$ cat config.mk
export PLATFORM = sky130hd
export DESIGN_NAME = mult_4x4_rom_sequencer
export DESIGN_NICKNAME = d
export VERILOG_FILES = /design/src/rtl/mult_pkg.sv /design/src/rtl/mult_4x4_shift_add_dp.sv /design/src/rtl/mult_4x4_rom_sequencer.sv
export SDC_FILE = /design/constraint.sdc
export NUM_CORES = 1
export LEC_CHECK = 0
export ABC_AREA = 1
export CAP_MARGIN = 25
export CORE_MARGIN = 5
export CORE_UTILIZATION = 53
export CTS_CLUSTER_DIAMETER = 30
export DETAILED_ROUTE_END_ITERATION = 16
export PLACE_DENSITY = 0.81
export SETUP_SLACK_MARGIN = 0.3
export SYNTH_ARGS = -nofsm -noshare
export SYNTH_HDL_FRONTEND = slang
export SYNTH_SLANG_ARGS = --single-unit
$ cat constraint.sdc
create_clock -name clk -period 2.41 [get_ports clk]
set_input_delay 0.482 -clock clk [delete_from_list [all_inputs] [get_ports clk]]
set_output_delay 0.482 -clock clk [all_outputs]
set_load 0.01 [all_outputs]
$ cat src/rtl/mult_pkg.sv
// Shared types and constants for the 4x4 ROM-driven shift-add multiplier
// sequencer. The sequencer FSM state encoding lives here so the datapath,
// the top level and any external monitor agree on it.
package mult_pkg;

  localparam int OPERAND_W   = 4;
  localparam int PRODUCT_W   = 8;
  localparam int ADDR_W      = 5;
  localparam int PAIR_W      = 4;
  localparam int MULT_CYCLES = 4;
  localparam int CNT_W       = 2;

  typedef enum logic [2:0] {
    IDLE    = 3'd0,
    FETCH_A = 3'd1,
    FETCH_B = 3'd2,
    MULT    = 3'd3,
    OUT     = 3'd4,
    DONE    = 3'd5
  } state_e;

endpackage

$ cat src/rtl/mult_4x4_shift_add_dp.sv
// Shift-add multiply datapath: holds multiplicand A, multiplier B, the
// partial-product accumulator and the bit counter. The sequencer FSM drives
// load/step strobes; acc_next_o exposes the value acc will take at the next
// edge so the top level can capture a finished product on OUT entry.
module mult_4x4_shift_add_dp
  import mult_pkg::*;
(
  input  logic                 clk,
  input  logic                 rst_n,
  input  logic                 load_a_i,
  input  logic                 load_b_i,
  input  logic                 step_i,
  input  logic [OPERAND_W-1:0] data_i,
  output logic                 a_zero_o,
  output logic [CNT_W-1:0]     cnt_o,
  output logic [PRODUCT_W-1:0] acc_next_o
);

  logic [OPERAND_W-1:0] a_q, a_d;
  logic [OPERAND_W-1:0] b_q, b_d;
  logic [PRODUCT_W-1:0] acc_q, acc_d;
  logic [CNT_W-1:0]     cnt_q, cnt_d;

  // Next-state for operand registers, accumulator and bit counter.
  // Loading B also clears acc/cnt so a fresh multiply starts from zero.
  always_comb begin
    a_d   = a_q;
    b_d   = b_q;
    acc_d = acc_q;
    cnt_d = cnt_q;
    if (load_a_i) begin
      a_d = data_i;
    end
    if (load_b_i) begin
      b_d   = data_i;
      acc_d = '0;
      cnt_d = '0;
    end else if (step_i) begin
      // 15*15 = 225 fits in 8 bits, so the sum never overflows.
      if (b_q[cnt_q]) begin
        acc_d = acc_q + (PRODUCT_W'(a_q) << cnt_q);
      end
      cnt_d = cnt_q + 1'b1;
    end
  end

  // Datapath registers, cleared by the asynchronous reset.
  always_ff @(posedge clk or negedge rst_n) begin
    if (!rst_n) begin
      a_q   <= '0;
      b_q   <= '0;
      acc_q <= '0;
      cnt_q <= '0;
    end else begin
      a_q   <= a_d;
      b_q   <= b_d;
      acc_q <= acc_d;
      cnt_q <= cnt_d;
    end
  end

  assign a_zero_o   = (a_q == '0);
  assign cnt_o      = cnt_q;
  assign acc_next_o = acc_d;

endmodule

$ cat src/rtl/mult_4x4_rom_sequencer.sv
// Sequencer that walks the operand ROM pair by pair (multiplicand at
// address i, multiplier at i+PAIR_OFFSET), multiplies each pair with the
// shift-add datapath and offers the product on a valid/ready port.
// Optional build macro: MULT_SEQ_ZERO_SKIP_EN -- when defined, a pair with a
// zero operand bypasses the 4 MULT cycles and goes straight to OUT.
//
// Handshake: prod_valid is high in OUT with product stable; the product is
// consumed on the rising edge where prod_valid and prod_ready are both 1.
// prod_ready is ignored in every other state.
module mult_4x4_rom_sequencer
  import mult_pkg::*;
#(
  parameter int N_PAIRS     = 16,
  parameter int PAIR_OFFSET = 16
) (
  input  logic                 clk,
  input  logic                 rst_n,
  input  logic                 start,
  output logic [ADDR_W-1:0]    rom_addr,
  input  logic [OPERAND_W-1:0] rom_data,
  output logic [PRODUCT_W-1:0] product,
  output logic                 prod_valid,
  input  logic                 prod_ready,
  output logic [PAIR_W-1:0]    pair_idx,
  output logic                 busy,
  output logic                 done,
  output state_e               dbg_state
);

`ifdef MULT_SEQ_ZERO_SKIP_EN
  localparam bit ZERO_SKIP_EN = 1'b1;
`else
  localparam bit ZERO_SKIP_EN = 1'b0;
`endif

  localparam logic [PAIR_W-1:0] LAST_PAIR  = PAIR_W'(N_PAIRS - 1);
  localparam logic [ADDR_W-1:0] B_BANK_OFS = ADDR_W'(PAIR_OFFSET);
  localparam logic [CNT_W-1:0]  LAST_STEP  = CNT_W'(MULT_CYCLES - 1);

  state_e                 state_q, state_d;
  logic [PAIR_W-1:0]      pair_idx_q, pair_idx_d;
  logic [PRODUCT_W-1:0]   product_q, product_d;

  logic                   load_a, load_b, step;
  logic                   a_zero;
  logic                   zero_skip;
  logic [CNT_W-1:0]       cnt;
  logic [PRODUCT_W-1:0]   acc_next;

  mult_4x4_shift_add_dp u_dp (
    .clk        (clk),
    .rst_n      (rst_n),
    .load_a_i   (load_a),
    .load_b_i   (load_b),
    .step_i     (step),
    .data_i     (rom_data),
    .a_zero_o   (a_zero),
    .cnt_o      (cnt),
    .acc_next_o (acc_next)
  );

  // A zero operand makes the product zero; only taken when the feature is built in.
  assign zero_skip = ZERO_SKIP_EN && (a_zero || (rom_data == '0));

  // Next-state, pair index, datapath strobes and product capture.
  always_comb begin
    state_d    = state_q;
    pair_idx_d = pair_idx_q;
    product_d  = product_q;
    load_a     = 1'b0;
    load_b     = 1'b0;
    step       = 1'b0;
    case (state_q)
      IDLE: begin
        if (start) begin
          pair_idx_d = '0;
          state_d    = FETCH_A;
        end
      end
      FETCH_A: begin
        load_a  = 1'b1;
        state_d = FETCH_B;
      end
      FETCH_B: begin
        load_b  = 1'b1;
        state_d = zero_skip ? OUT : MULT;
      end
      MULT: begin
        step = 1'b1;
        if (cnt == LAST_STEP) begin
          state_d = OUT;
        end
      end
      OUT: begin
        if (prod_ready) begin
          if (pair_idx_q == LAST_PAIR) begin
            state_d = DONE;
          end else begin
            pair_idx_d = pair_idx_q + 1'b1;
            state_d    = FETCH_A;
          end
        end
      end
      DONE: begin
        state_d = IDLE;
      end
      default: begin
        state_d = IDLE;
      end
    endcase
    // The product register changes only when OUT is entered.
    if ((state_d == OUT) && (state_q != OUT)) begin
      product_d = acc_next;
    end
  end

  // Control registers; reset aborts any run in progress.
  always_ff @(posedge clk or negedge rst_n) begin
    if (!rst_n) begin
      state_q    <= IDLE;
      pair_idx_q <= '0;
      product_q  <= '0;
    end else begin
      state_q    <= state_d;
      pair_idx_q <= pair_idx_d;
      product_q  <= product_d;
    end
  end

  // ROM address: multiplicand bank in FETCH_A, multiplier bank from FETCH_B on.
  always_comb begin
    rom_addr = ADDR_W'(pair_idx_q) + B_BANK_OFS;
    case (state_q)
      IDLE:    rom_addr = '0;
      FETCH_A: rom_addr = ADDR_W'(pair_idx_q);
      default: rom_addr = ADDR_W'(pair_idx_q) + B_BANK_OFS;
    endcase
  end

  assign product    = product_q;
  assign prod_valid = (state_q == OUT);
  assign pair_idx   = pair_idx_q;
  assign busy       = (state_q != IDLE);
  assign done       = (state_q == DONE);
  assign dbg_state  = state_q;

endmodule

### After elaboration in Yosys (flattened, before gate mapping)

Index checks and enable logic that the tools add are counted.
W data, S select, Z words.

* bits in registers: 33
* output and inout bits: 23
* word-level logic and storage cells: 51

* magnitude comparators: 1
* equality and inequality tests: 12
* muxes and demuxes: 20
* reduce and logical (&&, ||, !) cells: 6
* shift operators: 1
* $add $sub $neg: 4

Operators by type and width (number)
* $mux W8: 3
* $pmux W3 S5: 1
* $mux W3: 4
* $mux W4: 3
* $pmux W5 S2: 1
* $eq A3 B3 Y1 const B: 3
* $add A8 B8 Y8: 1
* $pmux W4 S2: 1
* $shl A4 B2 Y8: 1
* $eq A3 B2 Y1 const B: 2
* $add A4 B5 Y5 const B: 1
* $add A4 B1 Y4 const B: 1
* $eq A4 B4 Y1 const B: 1
* $mux W1: 4
* $mux W2: 2
* $ne A2 B2 Y1 const B: 2
* $reduce_and A4 Y1: 1
* $reduce_bool A2 Y1: 2
* $eq A3 B1 Y1 const B: 1
* $logic_not A3 Y1: 1
* $lt A2 B3 Y1 const B: 1
* $ne A3 B3 Y1 const B: 1
* $reduce_bool A3 Y1: 1
* $add A2 B1 Y2 const B: 1
* other kinds (4): 4

### Logic depth before layout (Yosys ltp)

Gate-level depths: netlist of the first run.

* word-level depth: 6
* depth in mapped cells: 13

### By module

A second synthesis of the first run with hierarchy kept.

* cell total of the unflattened synthesis: 264
* area total of the unflattened synthesis: 2054.5 µm²

By module, submodules not included
* mult_4x4_shift_add_dp: instances 1, cells each 167, area an instance 1196.1 µm²
* mult_4x4_rom_sequencer: instances 1, cells each 97, area an instance 858.3 µm²

### Worst setup path before layout of the first run

No wires, ideal clock.

* kind: register to register
* start point: register u_dp.cnt_q[0], in the netlist u_dp.cnt_o[0]
* end point: register u_dp.acc_q[4]
* slack: 0.548 ns
* required time: 2.290 ns
* cell stages (with the launch flop): 10
* arrival time: 1.742 ns
* cell sequence: dfrtp_1 -> buf_6 -> o21ai_0 -> nor2_1 -> fa_1 -> nand3_1 -> nand3_1 -> xnor2_1 -> nand2_1 -> and3_1

* cells in the longest elaborated chain, start to end: 5
* elaborated cells between the ends (all ways): 7
* classes of those cells: add/sub: 1; shift: 1; mux: 5

RTL lines
* start: declaration: line mult_4x4_shift_add_dp.sv:22 `logic [CNT_W-1:0] cnt_q, cnt_d;`
* start signal: assignment: line mult_4x4_shift_add_dp.sv:58 `cnt_q <= cnt_d;`
* $shl A4 B2 Y8 / $bmux W1 S2 (equally long branches): line mult_4x4_shift_add_dp.sv:41, mult_4x4_shift_add_dp.sv:40
* $add A8 B8 Y8 / $mux W1 (equally long branches): line mult_4x4_shift_add_dp.sv:41, mult_4x4_shift_add_dp.sv:40
* $mux W8 *: line mult_4x4_shift_add_dp.sv:40 `if (b_q[cnt_q]) begin`
* $mux W8 *: line mult_4x4_shift_add_dp.sv:38 `end else if (step_i) begin`
* $mux W8 *: line mult_4x4_shift_add_dp.sv:34 `if (load_b_i) begin`
* via acc_next[4]: line mult_4x4_rom_sequencer.sv:48 `logic [PRODUCT_W-1:0] acc_next;`
* end signal: assignment: line mult_4x4_shift_add_dp.sv:52 `acc_q <= '0;`
* end signal: assignment: line mult_4x4_shift_add_dp.sv:57 `acc_q <= acc_d;`
* end: declaration: line mult_4x4_shift_add_dp.sv:21 `logic [PRODUCT_W-1:0] acc_q, acc_d;`

Mark *: on every way through the listed nets, which the timed path passes. The rest lies on a longest branch. The select of a mux whose other input is x is not followed.
A chain may end at the register's enable or synchronous reset.

### Worst setup path in the final report of the first run

* start point: register state_q[0], in the netlist dbg_state[0]
* end point: output done

* cells in the longest elaborated chain, start to end: 1

RTL lines
* start: declaration: line mult_4x4_rom_sequencer.sv:40 `state_e state_q, state_d;`
* start signal: assignment: line mult_4x4_rom_sequencer.sv:124 `state_q <= state_d;`
* $eq A3 B3 Y1: line mult_4x4_rom_sequencer.sv:144 `assign done = (state_q == DONE);`
* end: declaration: line mult_4x4_rom_sequencer.sv:26 `output logic done,`

No other way between the ends.

==> results_dict.tcl, run 1 <==
set metrics [dict create \
    status "finished, final reports clean" \
    rr_worst_depth 10 \
    layoutNonFillerInstCount 335 \
    cp-endpoint "done" \
    clockRootBuffer "clkbuf_8" \
    cts_buffers 5 \
    syn_nets 265 \
    arrival_ns 1.53 \
    dp_slack_ns 0.325 \
    seq_area_um2 830 \
    dieArea_um2 5010 \
    cts_tree "yes" \
    period_share_pct 83.6 \
    syn-instance-count 247 \
    drtAntennaViolNets 0 \
    synthSimpleGateAreaFrac_pct 28.3 \
    synth_compound_area_share_pct 9.14 \
    num_rows 22 \
    drive_above_1_share_pct 14.6 \
    min_path_type "flop to flop" \
    ios 31 \
    num_antenna_cells 0 \
    multiInputGateArea_um2 950 \
    coreArea_um2 3630 \
    synth.distinct_cells 29 \
    synth_area_um2 1960 \
    powerDensity_nw_per_um2 1340 \
    stdcell_area_um2 2440 \
    nets 305 \
    syn_area_per_cell_um2 7.93 \
    peakVddDrop_mv 0.815 \
    grt_pass1_wl_um 7250 \
    drcViolationCount 0 \
    startpoint_type "flop" \
    cp-end-kind "primary output" \
    max_stage_delay_ns 0.57 \
    overflow 0 \
    reg2reg_to "u_dp.acc_q[3]$_DFF_PN0_" \
    finalWorstSetupSlack_ns 0.395 \
    path_class "flop to primary output" \
    max_freq_ghz 0.496 \
    r2r-start "u_dp.cnt_o[0]$_DFFE_PN0P_" \
    antenna_found_initial 0 \
    clk_latency_ns 0.28 \
    slew_headroom_pct 62.5 \
    synth_warnings 0 \
    synthAdderAreaFrac_pct 6.77 \
    synth_top_area_cell "dfrtp_1" \
    routed_wl_um 4140 \
    slowest_stage "clkdlybuf4s50_1" \
    avgRoutedWirePerCell_um 12.4 \
    synthXorXnorAreaFrac_pct 1.79 \
    first_iter_violations 65 \
    fillers 316 \
    io_buffers 30 \
    maxCapViolations 0 \
    placed_area_um2 2280 \
    cp_top_family "buffers and inverters" \
    skew_ns 0.00538 \
    rsz0062_at_grt "no" \
    die_w_um 70.8 \
    worstPathMaxFanout 6 \
    dp_hpwl_um 2990 \
    vias 1676 \
    ys_ff_latch 33 \
    finalHoldViolations 0 \
    drt-vias-per-instance 5.00 \
    dpl.cell_count 322 \
    synth_seq_area_share_pct 42.2 \
    grt_max_degree 34 \
    clockBufferDepth 2 \
    synthMuxAreaShare_pct 1.53 \
    maxSlewViolCount 0 \
    syn2layout_area_growth_pct 24.6 \
    grt_pass1_vias 1690 \
    startpoint "dbg_state[0]$_DFF_PN0_" \
    worst_hold_slack_ns 0.476 \
    path_cells "inv_2 -> nor3_1 -> clkdlybuf4s50_1" \
    fin_crit_ns 2.01 \
    fp.dieH_um 70.8 \
    synth_top_family_by_area "simple AND/OR/NAND/NOR gates" \
    setup_tns_ns 0 \
    cts.sinks 33 \
    setup_violations 0 \
    synthTopCellsByArea "dfrtp_1 (42%), nand2_1 (13%), inv_1 (6.7%)" \
    worst_pin_slew_ns 0.561 \
    drtPass1Iterations 4 \
    p_leak_nw 1.29 \
    ctsHtreeMaxLevel 2 \
    worst-path-stages 3 \
    path_clk_slew_ns 0.07 \
    yosys.area.top_type_share_pct 42.2 \
    critPathBufInv 2 \
    start_util_pct 53.9 \
    gp_congestion 0.900 \
    grt_use_total_pct 17.8 \
    holdBufCountCts 0 \
    r2r_slack_ns 0.45 \
    cp.required_ns 1.93 \
]
==> sequential cells by signal, indices dropped and copies added (netlist names) <==
register    count
u_dp.cnt_o      2
product         8
u_dp.a_q        4
pair_idx        4
u_dp.b_q        4
u_dp.acc_q      8
dbg_state       3
==> synth_stat cells <==
cell type  number
and3_1          3
nand3_1        21
fa_1            1
mux2i_1         3
nand2_2         3
o31ai_1         1
or2_1           2
o21ai_2         7
nand4_1         5
nor2_4          2
inv_2           6
xnor2_1         3
buf_6           2
o21a_1          1
dfrtp_1        33
nor3_1          2
buf_2           1
o21ai_0        10
nor2_8          1
clkbuf_8        1
ha_1            9
o21ai_1         2
inv_1          35
nor2_1         17
inv_4           1
o211ai_2        1
a21oi_1         6
nand2_1        67
xor2_1          1
==> through the flow <==
stage	util, %	power (mW)
finish	67.1	3.26
global route	67.1	3.57
CTS	65.9	3.22
detailed placement	62.9	2.77
global placement	62.9	2.72
floorplan	-	2.27
==> worst min-delay path, cell delays in order (launching register included) <==
cell	delay (ns)
dfrtp_1	0.34
nand2_1	0.05
nand2_1	0.05
==> area by class of cell <==
cell class / instances / area share, %
Timing Repair Buffer: 37 / 14.5
Multi-Input combinational cell: 168 / 38.9
Clock buffer: 7 / 3.54
Inverter: 42 / 6.56
Tap cell: 48 / 2.46
Sequential cell: 33 / 34.0
==> cell families (layout without fill, tap and decap cells) <==
| logic type | after synthesis | after routing |
|---|---|---|
| simple gates | 123 | 123 |
| buf+inv | 46 | 86 |
| flops | 33 | 33 |
| compound gates | 28 | 28 |
| fa+ha+maj | 10 | 10 |
| xor+xnor | 4 | 4 |
| mux | 3 | 3 |
==> worst min path at each step <==
stage	from	endpoint	slack [ns]	cells after the start
floorplan	rst_n	dbg_state[0]$_DFF_PN0_	0.19	0
CTS	product[7]$_DFFE_PN0P_	product[7]$_DFFE_PN0P_	0.48	2
global placement	product[7]$_DFFE_PN0P_	product[7]$_DFFE_PN0P_	0.47	2
finish	product[7]$_DFFE_PN0P_	product[7]$_DFFE_PN0P_	0.48	2
global route	product[2]$_DFFE_PN0P_	product[2]$_DFFE_PN0P_	0.51	2
detailed placement	product[7]$_DFFE_PN0P_	product[7]$_DFFE_PN0P_	0.47	2
==> timing repair <==
action	CTS	global route
setup buffers	2	4
pin swaps	0	2
resized for setup	8	8
endpoints found under the setup margin	6	17
==> placed cells by master, fill, tap and decap left out, drive strengths merged <==
cell	synthesis	final
a21oi	6	6
and3	3	3
buf	3	6
clkbuf	1	8
clkdlybuf4s50	0	24
dfrtp	33	33
dlygate4sd2	0	3
dlymetal6s2s	0	3
fa	1	1
ha	9	9
inv	42	42
mux2i	3	3
nand2	70	70
nand3	21	21
nand4	5	5
nor2	20	20
nor3	2	2
o211ai	1	1
o21a	1	1
o21ai	19	19
o31ai	1	1
or2	2	2
xnor2	3	3
xor2	1	1
==> where the power goes <==
group	total [mW]	internal, mW	switching [mW]
registers	1.00	0.790	0.212
logic	1.84	0.791	1.05
clock network	0.418	0.226	0.192
==> metal layers <==
layer / track usage [%] / part of all wire, %
met1: 22.2 / 45
met2: 30.0 / 49
met3: 5.40 / 4.5
met4: 4.59 / 1.6
met5: 0 / 0
Note: power is estimated with default switching activity, not from simulation.
==> inputs of run 2 (changes only) <==
==> constraint.sdc (replaced) <==
create_clock -name clk -period 1.9 [get_ports clk]
set_input_delay 0.38 -clock clk [delete_from_list [all_inputs] [get_ports clk]]
set_output_delay 0.38 -clock clk [all_outputs]
set_load 0.01 [all_outputs]
==> results_dict.tcl, run 2 (same netlist as run 1, synthesis figures left out) <==
set metrics [dict create \
    num_antenna_cells 0 \
    ios 31 \
    status "finished, violations left" \
    avgRoutedWirePerCell_um 15.5 \
    vias 1913 \
    skew_ns 0.00675 \
    p_total_mw 5.34 \
    grt_max_degree 34 \
    syn2layout_area_growth_pct 46.6 \
    grt_pass1_vias 1862 \
    fp.dieH_um 70.8 \
    coreArea_um2 3630 \
    slew_headroom_pct 72.0 \
    worst_hold_slack_ns 0.469 \
    grt_use_total_pct 19.9 \
    p_leak_nw 1.54 \
    maxSlewViolCount 0 \
    gp_congestion 0.915 \
    min_from "product[7]$_DFFE_PN0P_" \
    period_share_pct 108 \
    routed_wl_um 5610 \
    seq_area_um2 830 \
    clockBufferDepth 2 \
    clk_latency_ns 0.29 \
    dp_slack_ns -0.0433 \
    final_cell_mix "nand2_1 (59), dfrtp_1 (30), inv_1 (29), buf_4 (22), buf_6 (15)" \
    cts.sinks 33 \
    layoutNonFillerInstCount 363 \
    start_util_pct 53.9 \
    arrival_ns 2.23 \
    drtAntennaViolNets 0 \
    fin_util_pct 79.0 \
    io_buffers 30 \
    cp-end-kind "flop" \
    max_freq_ghz 0.489 \
    multiInputGateArea_um2 1120 \
    die_w_um 70.8 \
    grt_pass1_wl_um 7940 \
    dieArea_um2 5010 \
    overflow 0 \
    path_class "flop to flop" \
    peakVddDrop_mv 1.22 \
    dp_hpwl_um 3060 \
    fillers 231 \
    startpoint_type "flop" \
    maxCapViolations 0 \
    drive_above_1_share_pct 38.1 \
    fin_crit_ns 2.05 \
    drcViolationCount 0 \
    num_rows 22 \
    finalWorstSetupSlack_ns -0.145 \
    min_path_type "flop to flop" \
    drtPass1Iterations 5 \
    worstPathMaxFanout 7 \
    dpl.cell_count 331 \
    finalHoldViolations 0 \
    worst_pin_slew_ns 0.420 \
    startpoint "u_dp.cnt_o[0]$_DFFE_PN0P_" \
    rsz0062_at_grt "yes" \
    r2r-start "u_dp.cnt_o[0]$_DFFE_PN0P_" \
    nets 332 \
    first_iter_violations 134 \
    antenna_found_initial 0 \
    cts_buffers 5 \
    drt-vias-per-instance 5.27 \
    cts_tree "yes" \
    violations "setup timing" \
    powerDensity_nw_per_um2 1860 \
    layout_commonest_cell "nand2_1" \
    clockRootBuffer "clkbuf_8" \
    setup_violations 11 \
    path_clk_slew_ns 0.07 \
    cp.required_ns 2.08 \
    ctsHtreeMaxLevel 2 \
]
-- run 2: changes by cell type in the layout (fill, tap and decap cells not counted), moves of 4 or more --
| cell | delta |
|---|---|
| nor2_1 | -6 |
| nand2_1 | -8 |
| nand3_1 | -11 |
| clkdlybuf4s50_1 | -12 |
| nand3_2 | +11 |
| nor2_2 | +4 |
| buf_6 | +15 |
| inv_2 | +4 |
| inv_1 | -6 |
| nand2_2 | +5 |
| buf_4 | +16 |
-- run 2: worst max-delay path: stages, from the launching register on --
cell	delay, ns
dfrtp_2	0.45
mux2i_2	0.28
o21ai_1	0.11
ha_1	0.37
a21oi_2	0.19
nand2_2	0.11
xnor2_1	0.18
nand2_1	0.09
and3_1	0.15
-- run 2: final timing paths --
path	end	slack, ns	cells after the start
setup / recovery	u_dp.acc_q[3]$_DFF_PN0_	-0.15	8
hold / removal	product[7]$_DFFE_PN0P_	0.47	2
setup reg to reg	u_dp.acc_q[3]$_DFF_PN0_	-0.15	8
hold reg to reg	product[7]$_DFFE_PN0P_	0.47	2
max in group asynchronous	dbg_state[0]$_DFF_PN0_	1.09	2
min in group asynchronous	u_dp.a_q[2]$_DFFE_PN0N_	0.49	2
-- run 2: stage by stage --
| stage | cell area [um2] | TNS, ns |
|---|---|---|
| 2_1_floorplan | 1960 | 0 |
| 3_3_place_gp | 2350 | 0 |
| 3_5_place_dp | 2350 | -0.128 |
| 4_1_cts | 2570 | 0 |
| 5_1_grt | 2870 | -2.19 |
| 6_report | 2870 | -0.928 |
-- run 2: power breakdown --
part	switching [mW]	internal (mW)
Clock	0.271	0.426
Sequential	0.265	1.00
Combinational	1.83	1.54
-- run 2: timing repair --
item / 4_1_cts / 5_1_grt
setup endpoints to repair: 31 / 36
cloned: 0 / 1
hold buffers: 0 / 0
endpoints found under the hold margin: 0 / 0
setup buffers: 14 / 9
pin swaps: 5 / 26
gates resized for setup: 42 / 77
-- run 2: cell type report --
class	instances	area share, %
clock buffers	6	2.88
flip-flops and latches	33	28.9
clock inverters	2	1.31
multi-input cells	169	39.2
repair buffers	63	19.8
inverters	42	5.84
well taps	48	2.09
-- run 2: routing by layer --
layer,track usage [%],wire length [um],vias up
li1,-,-,920
met1,24.3,2260,914
met2,32.2,2950,64
met3,6.11,270,15
met4,8.98,131,0
met5,0,0,-
==> inputs of run 3 (changes only) <==
--- a/config.mk
+++ b/config.mk
@@ -12,6 +12,7 @@
 export CTS_CLUSTER_DIAMETER = 30
 export DETAILED_ROUTE_END_ITERATION = 16
 export PLACE_DENSITY = 0.81
+export RECOVER_POWER = 25
 export SETUP_SLACK_MARGIN = 0.3
 export SYNTH_ARGS = -nofsm -noshare
 export SYNTH_HDL_FRONTEND = slang
==> results_dict.tcl, run 3 (same netlist as run 1, synthesis figures left out) <==
set metrics [dict create \
    peakVddDrop_mv 1.22 \
    p_total_mw 5.34 \
    worstPathMaxFanout 7 \
    drcViolationCount 0 \
    grt_pass1_wl_um 7940 \
    p_leak_nw 1.54 \
    drtAntennaViolNets 0 \
    vias 1913 \
    drt-vias-per-instance 5.27 \
    finalHoldViolations 0 \
    max_freq_ghz 0.489 \
    num_rows 22 \
    grt_max_degree 34 \
    dieArea_um2 5010 \
    start_util_pct 53.9 \
    routed_wl_um 5610 \
    grt_pass1_vias 1862 \
    cts_buffers 5 \
    setup_violations 11 \
    slew_headroom_pct 45.8 \
    overflow 0 \
    drive_above_1_share_pct 38.1 \
    layoutNonFillerInstCount 363 \
    cp.required_ns 2.08 \
    final_cell_mix "nand2_1 (59), dfrtp_1 (30), inv_1 (29), buf_4 (21), buf_6 (15)" \
    skew_ns 0.00675 \
    gp_congestion 0.915 \
    fin_util_pct 79.0 \
    num_antenna_cells 0 \
    die_w_um 70.8 \
    dp_hpwl_um 3060 \
    min_path_type "flop to flop" \
    period_share_pct 108 \
    maxSlewViolCount 0 \
    dpl.cell_count 331 \
    io_buffers 30 \
    coreArea_um2 3630 \
    violations "setup timing" \
    fin_crit_ns 2.05 \
    first_iter_violations 134 \
    antenna_found_initial 0 \
    clockBufferDepth 2 \
    status "finished, violations left" \
    rsz0062_at_grt "yes" \
    arrival_ns 2.23 \
    placed_area_um2 2350 \
    clk_latency_ns 0.29 \
    startpoint_type "flop" \
    clockRootBuffer "clkbuf_8" \
    drtPass1Iterations 5 \
    maxCapViolations 0 \
    grt_use_total_pct 19.9 \
    layout_commonest_cell "nand2_1" \
    syn2layout_area_growth_pct 46.5 \
    holdBufCountCts 0 \
    finalWorstSetupSlack_ns -0.145 \
    avgRoutedWirePerCell_um 15.5 \
    cp-end-kind "flop" \
    cts.sinks 33 \
    ctsHtreeMaxLevel 2 \
    worst_pin_slew_ns 0.813 \
    path_class "flop to flop" \
    fp.dieH_um 70.8 \
    ios 31 \
    nets 332 \
    cts_tree "yes" \
    powerDensity_nw_per_um2 1860 \
    stdcell_area_um2 2870 \
    path_clk_slew_ns 0.07 \
]
run 3: metal layers:
metal | track usage [%] | wire (um) | part of all wire, % | up-vias
met1 | 24.3 | 2260 | 40 | 914
met3 | 6.11 | 270 | 4.8 | 15
met2 | 32.2 | 2950 | 53 | 64
met4 | 8.98 | 131 | 2.3 | 0
li1 | - | - | - | 920
met5 | 0 | 0 | 0 | -
run 3: per-stage QoR:
stage               setup slack (ns)  hold WS [ns]  TNS [ns]
CTS                          0.00756         0.483         0
floorplan                      0.105        0.0844         0
global placement              0.0375         0.462         0
detailed placement           -0.0433         0.465    -0.128
global route                  -0.222         0.510     -2.19
finish                        -0.145         0.469    -0.928
run 3: path summary, 6_finish.rpt:
check / start / endpoint / slack [ns] / depth (start not counted)
worst min-delay path: product[7]$_DFFE_PN0P_ / product[7]$_DFFE_PN0P_ / 0.47 / 2
max in group asynchronous: rst_n / dbg_state[0]$_DFF_PN0_ / 0.63 / 2
min in group asynchronous: rst_n / u_dp.a_q[2]$_DFFE_PN0N_ / 0.71 / 2
worst max register to register: u_dp.cnt_o[0]$_DFFE_PN0P_ / u_dp.acc_q[3]$_DFF_PN0_ / -0.15 / 8
worst min register to register: product[7]$_DFFE_PN0P_ / product[7]$_DFFE_PN0P_ / 0.47 / 2
worst max-delay path: u_dp.cnt_o[0]$_DFFE_PN0P_ / u_dp.acc_q[3]$_DFF_PN0_ / -0.15 / 8
run 3: power by group:
group / switching, mW / internal [mW]
registers: 0.265 / 1.00
logic: 1.83 / 1.54
clock network: 0.271 / 0.426
run 3: layout make-up:
class	instances	area, um2
fill	232	764
timing repair buffer	63	567
sequential	33	830
clock buffer	6	82.6
inverter	42	168
tap	48	60.1
clock inverter	2	37.5
multi-input combinational	169	1120
run 3: critical path, stage by stage (launching register included):
cell	delay (ns)
dfrtp_2	0.45
mux2i_2	0.28
o21ai_1	0.11
ha_1	0.37
a21oi_2	0.19
nand2_2	0.11
xnor2_1	0.18
nand2_1	0.09
and3_1	0.15
run 3: timing repair:
item / CTS / global route
setup buffers: 14 / 9
endpoints found under the setup margin: 31 / 36
cloned: 0 / 1
resized for setup: 42 / 77
pin swaps: 5 / 26
